$ cat config.mk
export PLATFORM = sky130hd
export DESIGN_NAME = arb_out_buffer
export DESIGN_NICKNAME = d
export VERILOG_FILES = /design/src/rtl/arb_out_buffer_pkg.sv /design/src/rtl/arb_out_buffer_mem.sv /design/src/rtl/arb_out_buffer.sv
export SDC_FILE = /design/constraint.sdc
export NUM_CORES = 1
export LEC_CHECK = 0
export ABC_AREA = 1
export CAP_MARGIN = 10
export CORE_ASPECT_RATIO = 1.4
export CORE_MARGIN = 2
export CORE_UTILIZATION = 55
export DETAILED_ROUTE_END_ITERATION = 16
export PLACE_DENSITY_LB_ADDON = 0.05
export SYNTH_ARGS = -nofsm -noshare
export SYNTH_HDL_FRONTEND = slang
export SYNTH_HIERARCHICAL = 1
export SYNTH_SLANG_ARGS = --single-unit
$ cat constraint.sdc
create_clock -name BUS_CLK -period 3 [get_ports BUS_CLK]
set_input_delay 0.75 -clock BUS_CLK [delete_from_list [all_inputs] [get_ports BUS_CLK]]
set_output_delay 0.75 -clock BUS_CLK [all_outputs]
set_load 0.02 [all_outputs]
$ cat src/rtl/arb_out_buffer_pkg.sv
// Shared types and widths for the arbiter output buffer.
package arb_out_buffer_pkg;

  localparam int DATA_W  = 32;
  localparam int STALL_W = 16;

  typedef enum logic [1:0] {
    STREAM   = 2'd0,
    THROTTLE = 2'd1,
    STALL    = 2'd2
  } fsm_state_t;

endpackage

$ cat src/rtl/arb_out_buffer_mem.sv
// DEPTH x DATA_W simple dual-port storage: synchronous write, asynchronous read
// so it maps onto distributed RAM.
module arb_out_buffer_mem
  import arb_out_buffer_pkg::*;
#(
  parameter int DEPTH = 16,
  localparam int AW   = $clog2(DEPTH)
) (
  input  logic              clk_sys,
  input  logic              wr_en,
  input  logic [AW-1:0]     wr_addr,
  input  logic [DATA_W-1:0] wr_data,
  input  logic [AW-1:0]     rd_addr,
  output logic [DATA_W-1:0] rd_data
);

  logic [DATA_W-1:0] mem [DEPTH];

  always_ff @(posedge clk_sys) begin
    if (wr_en) mem[wr_addr] <= wr_data;
  end

  assign rd_data = mem[rd_addr];

endmodule

$ cat src/rtl/arb_out_buffer.sv
// Elastic buffer from the readout arbiter to the external FIFO, paced by the
// FIFO full/near-full flags. Optional stall counter: define ARB_BUF_STALL_CNT_EN.
//
// state    | meaning
// STREAM   | forward one word per cycle
// THROTTLE | forward one word every second cycle (external FIFO near full)
// STALL    | forward nothing (external FIFO full)
module arb_out_buffer
  import arb_out_buffer_pkg::*;
#(
  parameter int DEPTH       = 16,
  parameter int AFULL_LEVEL = 12
) (
  input  logic                     BUS_CLK,
  input  logic                     BUS_RST_N,
  input  logic                     WRITE_IN,
  input  logic [DATA_W-1:0]        DATA_IN,
  output logic                     READY_OUT,
  input  logic                     FIFO_FULL,
  input  logic                     FIFO_NEAR_FULL,
  output logic                     FIFO_WRITE,
  output logic [DATA_W-1:0]        FIFO_DATA,
  output logic [$clog2(DEPTH):0]   FILL_LEVEL,
  output logic                     ALMOST_FULL,
  input  logic                     CLR_STALL_CNT,
  output logic [STALL_W-1:0]       STALL_CNT
);

  localparam int AW = $clog2(DEPTH);
  localparam int CW = AW + 1;
  localparam logic [CW-1:0] FULL_CNT  = CW'(DEPTH);
  localparam logic [CW-1:0] AFULL_CNT = CW'(AFULL_LEVEL);

  fsm_state_t        state, next_state;
  logic              toggle;
  logic [AW-1:0]     wr_ptr, rd_ptr;
  logic [CW-1:0]     count;
  logic [DATA_W-1:0] rd_data;
  logic              gate, acc, rd;

  assign READY_OUT   = BUS_RST_N && (count != FULL_CNT);
  assign acc         = WRITE_IN && READY_OUT;
  assign FILL_LEVEL  = count;
  assign ALMOST_FULL = (count >= AFULL_CNT);

  always_comb begin
    gate = 1'b0;
    case (state)
      STREAM:   gate = 1'b1;
      THROTTLE: gate = toggle;
      default:  gate = 1'b0;
    endcase
  end

  assign rd = (count != '0) && gate;

  always_comb begin
    if (FIFO_FULL)           next_state = STALL;
    else if (FIFO_NEAR_FULL) next_state = THROTTLE;
    else                     next_state = STREAM;
  end

  arb_out_buffer_mem #(.DEPTH(DEPTH)) u_mem (
    .clk_sys (BUS_CLK),
    .wr_en   (acc),
    .wr_addr (wr_ptr),
    .wr_data (DATA_IN),
    .rd_addr (rd_ptr),
    .rd_data (rd_data)
  );

  always_ff @(posedge BUS_CLK or negedge BUS_RST_N) begin
    if (!BUS_RST_N) begin
      state      <= STREAM;
      toggle     <= 1'b0;
      wr_ptr     <= '0;
      rd_ptr     <= '0;
      count      <= '0;
      FIFO_WRITE <= 1'b0;
      FIFO_DATA  <= '0;
    end else begin
      state <= next_state;
      // toggle only runs while THROTTLE persists, so each entry starts with a gap cycle
      toggle     <= (state == THROTTLE && next_state == THROTTLE) ? ~toggle : 1'b0;
      FIFO_WRITE <= rd;
      if (rd) begin
        FIFO_DATA <= rd_data;
        rd_ptr    <= rd_ptr + 1'b1;
      end
      if (acc) wr_ptr <= wr_ptr + 1'b1;
      case ({acc, rd})
        2'b10:   count <= count + 1'b1;
        2'b01:   count <= count - 1'b1;
        default: count <= count;
      endcase
    end
  end

`ifdef ARB_BUF_STALL_CNT_EN
  logic [STALL_W-1:0] stall_cnt;

  always_ff @(posedge BUS_CLK or negedge BUS_RST_N) begin
    if (!BUS_RST_N)
      stall_cnt <= '0;
    else if (CLR_STALL_CNT)
      stall_cnt <= '0;
    else if (state != STREAM && count != '0 && stall_cnt != {STALL_W{1'b1}})
      stall_cnt <= stall_cnt + 1'b1;
  end

  assign STALL_CNT = stall_cnt;
`else
  logic unused_clr_stall;
  assign unused_clr_stall = CLR_STALL_CNT;
  assign STALL_CNT        = '0;
`endif

endmodule

== Yosys cells after proc, flatten, opt, wreduce, memory -nomap -nowiden ==
Memory sizes are Yosys's and may differ from the RTL's. A register that Yosys moved wholly into a read port is not among the register bits.
Index checks and enable logic that the tools add are counted.

* $lt $le $gt $ge: 1
* Equality and inequality tests: 5
* $add $sub $neg: 4
* Reduce and logical (&&, ||, !) cells: 8
* Muxes and demuxes: 7
* Bitwise operators: 1

{| class="wikitable"
|+ Operators by type and width
! kind !! number
|-
| 5-bit one-hot mux with 2 select lines || 1
|-
| 4-bit by 1-bit adder with 4-bit output, second input constant || 2
|-
| 2-bit by 1-bit == test with 1-bit output, second input constant || 3
|-
| 5-bit by 1-bit adder with 5-bit output, second input constant || 1
|-
| 5-bit by 4-bit greater-or-equal comparator with 1-bit output, second input constant || 1
|-
| 5-bit != test, second input constant || 1
|-
| 5-bit nonzero test || 1
|-
| 5-bit by 1-bit subtractor with 5-bit output, second input constant || 1
|-
| 1-bit logical AND || 4
|-
| 1-bit two-way mux || 4
|-
| 2-bit == test, second input constant || 1
|-
| 2-bit logical NOT || 1
|-
| 2-bit two-way mux || 1
|-
| 1-bit one-hot mux with 2 select lines || 1
|-
| 2-bit nonzero test || 1
|-
| 1-bit logical NOT || 1
|-
| 1-bit NOT || 1
|}

* Memories: 1
* Output and inout port bits: 56
* Logic and storage cells: 33
* Input bits: 38
* Flip-flop bits (word level): 17
* Memory bits (writable): 512

{| class="wikitable"
|+ Memories
! memory !! words !! bits a word !! rd ports !! clocked after Yosys merged registers in !! wr ports !! RTL line !! text
|-
| u_mem.mem || 16 || 32 || 1 || 1 || 1 || arb_out_buffer_mem.sv:17 || <nowiki>logic [DATA_W-1:0] mem [DEPTH];</nowiki>
|}

== Depth between registers and ports, before layout ==
* Word-level depth: 5
* Mapped depth: 14
* Mapped depth without buffers: 13

== Cells and area by module ==
The synthesis kept the hierarchy.

{| class="wikitable"
|+ Modules (own cells, without submodules)
! module !! seq. area each (um^2) !! times used !! area an instance (um^2) !! cells each
|-
| arb_out_buffer_mem || 15374.7 || 1 || 22089.9 || 2088
|-
| arb_out_buffer || 1226.2 || 1 || 2308.5 || 266
|}

== Worst setup path before layout ==
OpenSTA, ideal clock, no wires.

* Path type: register to register
* Start: reg count[1], in the netlist FILL_LEVEL[1]
* End: mem u_mem.mem[12][0] (enable)
* Data required time: 2.579 ns
* Slack: 0.002 ns
* Cell stages (with the launch flop): 7
* Arrival time: 2.577 ns
* Library setup time: 0.421 ns
* Clock period less this slack: 2.998 ns
* Path buffers: 0
* Cell sequence: dfrtp_1 nor2_2 nand3_1 nand3_1 inv_1 nand3_1 nor2_1

* Word-level cells in the longest chain between the ends: 5

{| class="wikitable"
|+ Ends and longest elaborated chain
! element !! RTL line !! text
|-
| start: declaration || arb_out_buffer.sv:37 || <nowiki>logic [CW-1:0] count;</nowiki>
|-
| start signal: assignment || arb_out_buffer.sv:92 || <nowiki>2'b10: count <= count + 1'b1;</nowiki>
|-
| start signal: assignment || arb_out_buffer.sv:93 || <nowiki>2'b01: count <= count - 1'b1;</nowiki>
|-
| start signal: assignment || arb_out_buffer.sv:94 || <nowiki>default: count <= count;</nowiki>
|-
| 5-bit != test || arb_out_buffer.sv:41 || <nowiki>assign READY_OUT = BUS_RST_N && (count != FULL_CNT);</nowiki>
|-
| 1-bit logical AND || arb_out_buffer.sv:41 ||
|-
| 1-bit logical AND || arb_out_buffer.sv:42 || <nowiki>assign acc = WRITE_IN && READY_OUT;</nowiki>
|-
| via acc || arb_out_buffer.sv:39 || <nowiki>logic gate, acc, rd;</nowiki>
|-
| 1-bit two-way mux || arb_out_buffer_mem.sv:20 || <nowiki>if (wr_en) mem[wr_addr] <= wr_data;</nowiki>
|-
| 1-bit two-way mux (not written as such) || arb_out_buffer_mem.sv:20 ||
|-
| end: declaration || arb_out_buffer_mem.sv:17 ||
|}

The timed path passes the listed nets, and every way through them passes these cells.

== Worst setup path after layout ==
* Start: in BUS_RST_N
* End: mem u_mem.mem[8][30] (enable)

* Word-level cells in the longest chain between the ends: 4

{| class="wikitable"
|+ Ends and longest elaborated chain
! element !! RTL line !! text
|-
| start: declaration || arb_out_buffer.sv:15 || <nowiki>input logic BUS_RST_N,</nowiki>
|-
| 1-bit logical AND || arb_out_buffer.sv:41 ||
|-
| 1-bit logical AND || arb_out_buffer.sv:42 ||
|-
| via acc || arb_out_buffer.sv:39 ||
|-
| 1-bit two-way mux || arb_out_buffer_mem.sv:20 ||
|-
| 1-bit two-way mux (not written as such) || arb_out_buffer_mem.sv:20 ||
|}

The timed path passes the listed nets, and every way through them passes these cells.

==> results_dict.tcl <==
set metrics [dict create \
    status "completed" \
    critical_path_class "primary input to flop" \
    yosys-top-cells-area "edfxtp_1 (63%), nand2_1 (12%), nand3_1 (8.1%)" \
    grt_pass1_wl_um 89100 \
    ys_warn_count 6 \
    cp.depth 7 \
    antenna_found_initial 1 \
    arrival_ns 2.91 \
    worstPathCellList "dlygate4sd3_1 > buf_4 > nand3_1 > inv_1 > nand3b_1 > nor2_4 > buf_4" \
    path_clk_slew_ns 0.06 \
    p_leak_nw 11.9 \
    crit_path_start "BUS_RST_N" \
    wl_met1_um 23600 \
    gp_congestion 0.764 \
    cp_top_family "buffers and inverters" \
    n_antenna_cell 0 \
    crit_required_ns 3.25 \
    yosys.area_share.adder_pct 0.390 \
    r2r_start "FILL_LEVEL[1]$_DFFE_PN0P_" \
    cts.path.max_buffers 3 \
    die_area_sq_um 46100 \
    ys_types 25 \
    initial_utilization_pct 55.5 \
    power.density_nw_per_um2 872 \
    synthMuxAreaShare_pct 0 \
    final.period_utilization_pct 88.7 \
    vias 16100 \
    cpPeakStageDelay_ns 0.58 \
    cts_buffers 53 \
    clock-skew-final_ns 0.0192 \
    num-nets-final 2469 \
    synth_top_family_by_area "simple AND/OR/NAND/NOR gates" \
    hp-class "flop to flop" \
    tns_ns 0 \
    dieWidth_um 182 \
    ant_nets 0 \
    synth_simple_gate_area_share_pct 21.4 \
    max-cap-violations 0 \
    grt_use_total_pct 25.5 \
    synth_area_per_cell_sq_um 10.4 \
    synth_xor_area_share_pct 0.144 \
    period_minus_slack_ns 2.66 \
    setup_viol 0 \
    drt-initial-drc-count 1150 \
    reg2regPathDepth 7 \
    relSlewSlack_pct 31.2 \
    synth_compound_area_share_pct 0.0410 \
    cts_tree "yes" \
    ios 94 \
    fin_util_pct 62.6 \
    r2r-end "u_mem/mem[8][30]$_DFFE_PP_" \
    core_area_sq_um 43900 \
    final_hold_viol_count 0 \
    worst-path-max-fanout 14 \
    drtPass1Iterations 5 \
    overflow 0 \
    met3_length_um 2580 \
    rows 91 \
    root_buffer "clkbuf_16" \
    rrSetupSlack_ns 0.46 \
    rsz0062_at_grt "false" \
    wl_um 58200 \
    synth_seq_area_share_pct 68.0 \
    worst-path-buf-inv 4 \
    cp-start-kind "primary input" \
    clk_latency_ns 0.58 \
    wl_per_cell_um 19.2 \
    htree_levels 2 \
    cp_slowest_cell "dlygate4sd3_1" \
    synth_top_area_share_pct 63.0 \
    slew_violations 0 \
    area_growth_pct 12.7 \
    nFillCells 3557 \
    via_per_inst 5.31 \
    fmax_ghz 0.376 \
    post-route-drc-count 0 \
    synth_seq_cells 561 \
    synth_top_area_cell "edfxtp_1" \
    die_h_um 253 \
    end_kind "flop" \
    grt_max_degree 186 \
    cpMostUsedCell "buf_4" \
    drive_gt1_share_pct 6.57 \
    cts_sinks 561 \
    syn_area_sq_um 24400 \
    routed.top_layer "met4" \
    dpl.hpwl_um 32300 \
    wl_met2_um 30100 \
    grt_pass1_vias 15700 \
    peakVddDrop_mv 0.749 \
    worstMarginPinSlew_ns 1.03 \
    io_buffers 76 \
    syn_inst 2354 \
    cts_setup_buffers 0 \
    crit_path_end "u_mem/mem[8][30]$_DFFE_PP_" \
]
[cell usage in the layout (no fill, tap or decap), types with 4 or more instances in the layout]
cell type and instances:
clkdlybuf4s50_1 74, conb_1 16, xnor2_1 4, buf_4 27, clkinv_1 5, clkbuf_1 24
clkbuf_16 53, nand2_1 806, nand2_2 11, bufinv_16 4, ha_1 6, clkinv_2 6
dfrtp_1 45, edfxtp_1 512, inv_1 400, nor2_4 16, nand4_1 5, buf_12 25
nor2_1 6, nand3_1 394
[worst min-delay path by stage]
stage,from,end,slack [ns],cells past startpoint
after global routing,toggle$_DFF_PN0_,toggle$_DFF_PN0_,0.46,1
final,toggle$_DFF_PN0_,toggle$_DFF_PN0_,0.43,1
after global placement,toggle$_DFF_PN0_,toggle$_DFF_PN0_,0.42,1
after floorplan,toggle$_DFF_PN0_,toggle$_DFF_PN0_,0.41,1
after CTS,toggle$_DFF_PN0_,toggle$_DFF_PN0_,0.43,1
after detailed placement,toggle$_DFF_PN0_,toggle$_DFF_PN0_,0.43,1
[registers in the layout, indices dropped and copies added, names as in the netlist]
register,flops
u_mem/mem,512
FIFO_DATA,32
FILL_LEVEL,5
rd_ptr,4
wr_ptr,4
state,2
FIFO_WRITE,1
toggle,1
[layer usage]
layer  vias to the layer above  global-route usage [%]
li1                       7663                       -
met1                      7840                    32.3
met2                       448                    45.8
met3                       115                    2.69
met4                         0                    9.17
met5                         -                       0
[cells by family (layout without fill, tap and decap cells)]
| family | Yosys count | after routing |
|---|---|---|
| AO/OA/AOI/OAI | 2 | 2 |
| XOR/XNOR | 4 | 4 |
| adder cells (fa/ha/maj) | 7 | 7 |
| buffers and inverters | 533 | 631 |
| flip-flops | 561 | 561 |
| other | 1 | 16 |
| AND/OR/NAND/NOR | 1246 | 1246 |
[per-stage QoR]
stage | area [sq um] | hold WS (ns) | total power [W] | worst slack, ns | std cells
final | 27500 | 0.431 | 0.0240 | 0.338 | 3025
after global routing | 27500 | 0.458 | 0.0254 | 0.225 | 3025
after CTS | 27500 | 0.435 | 0.0242 | 0.00175 | 3025
after detailed placement | 25800 | 0.427 | 0.0177 | 0.0163 | 2926
after global placement | 25800 | 0.417 | 0.0176 | 0.0542 | 2926
after floorplan | 24500 | 0.408 | 0.0153 | 0.00214 | 2369
[synth_stat cells]
cell type  count
buf_4         25
dfrtp_1       49
nor2_1        22
nor2_2         2
o21ai_0        2
inv_1        402
edfxtp_1     512
nor4_1         1
inv_2          2
fa_1           1
nand3_1      394
nand4_1        5
or2_2          3
buf_2         41
clkbuf_1      14
xnor2_1        4
buf_6         32
nand2_1      806
conb_1         1
ha_1           6
nand2_2       11
inv_4          1
buf_1         14
nand3b_1       2
buf_12         2
[layout make-up]
class / count / area (sq um) / share of cell area [%]
flip-flops and latches: 561 / 16600 / 60.4
repair buffers: 128 / 1470 / 5.33
inverters: 405 / 1530 / 5.55
well taps: 558 / 698 / 2.54
multi-input cells: 1275 / 5550 / 20.2
clock inverters: 18 / 194 / 0.705
clock buffers: 80 / 1460 / 5.30
[report_power, final]
group          total, W  switching [W]  internal [W]
sequential      0.00953       0.000388       0.00914
combinational   0.00800        0.00543       0.00256
clock           0.00646        0.00276       0.00369
total            0.0240        0.00859        0.0154
[repair_timing]
action	CTS	global route
endpoints found under the hold margin	1	0
hold buffers	1	0
endpoints found under the setup margin	0	1
resized for setup	0	1
(Power assumes the default switching activity.)
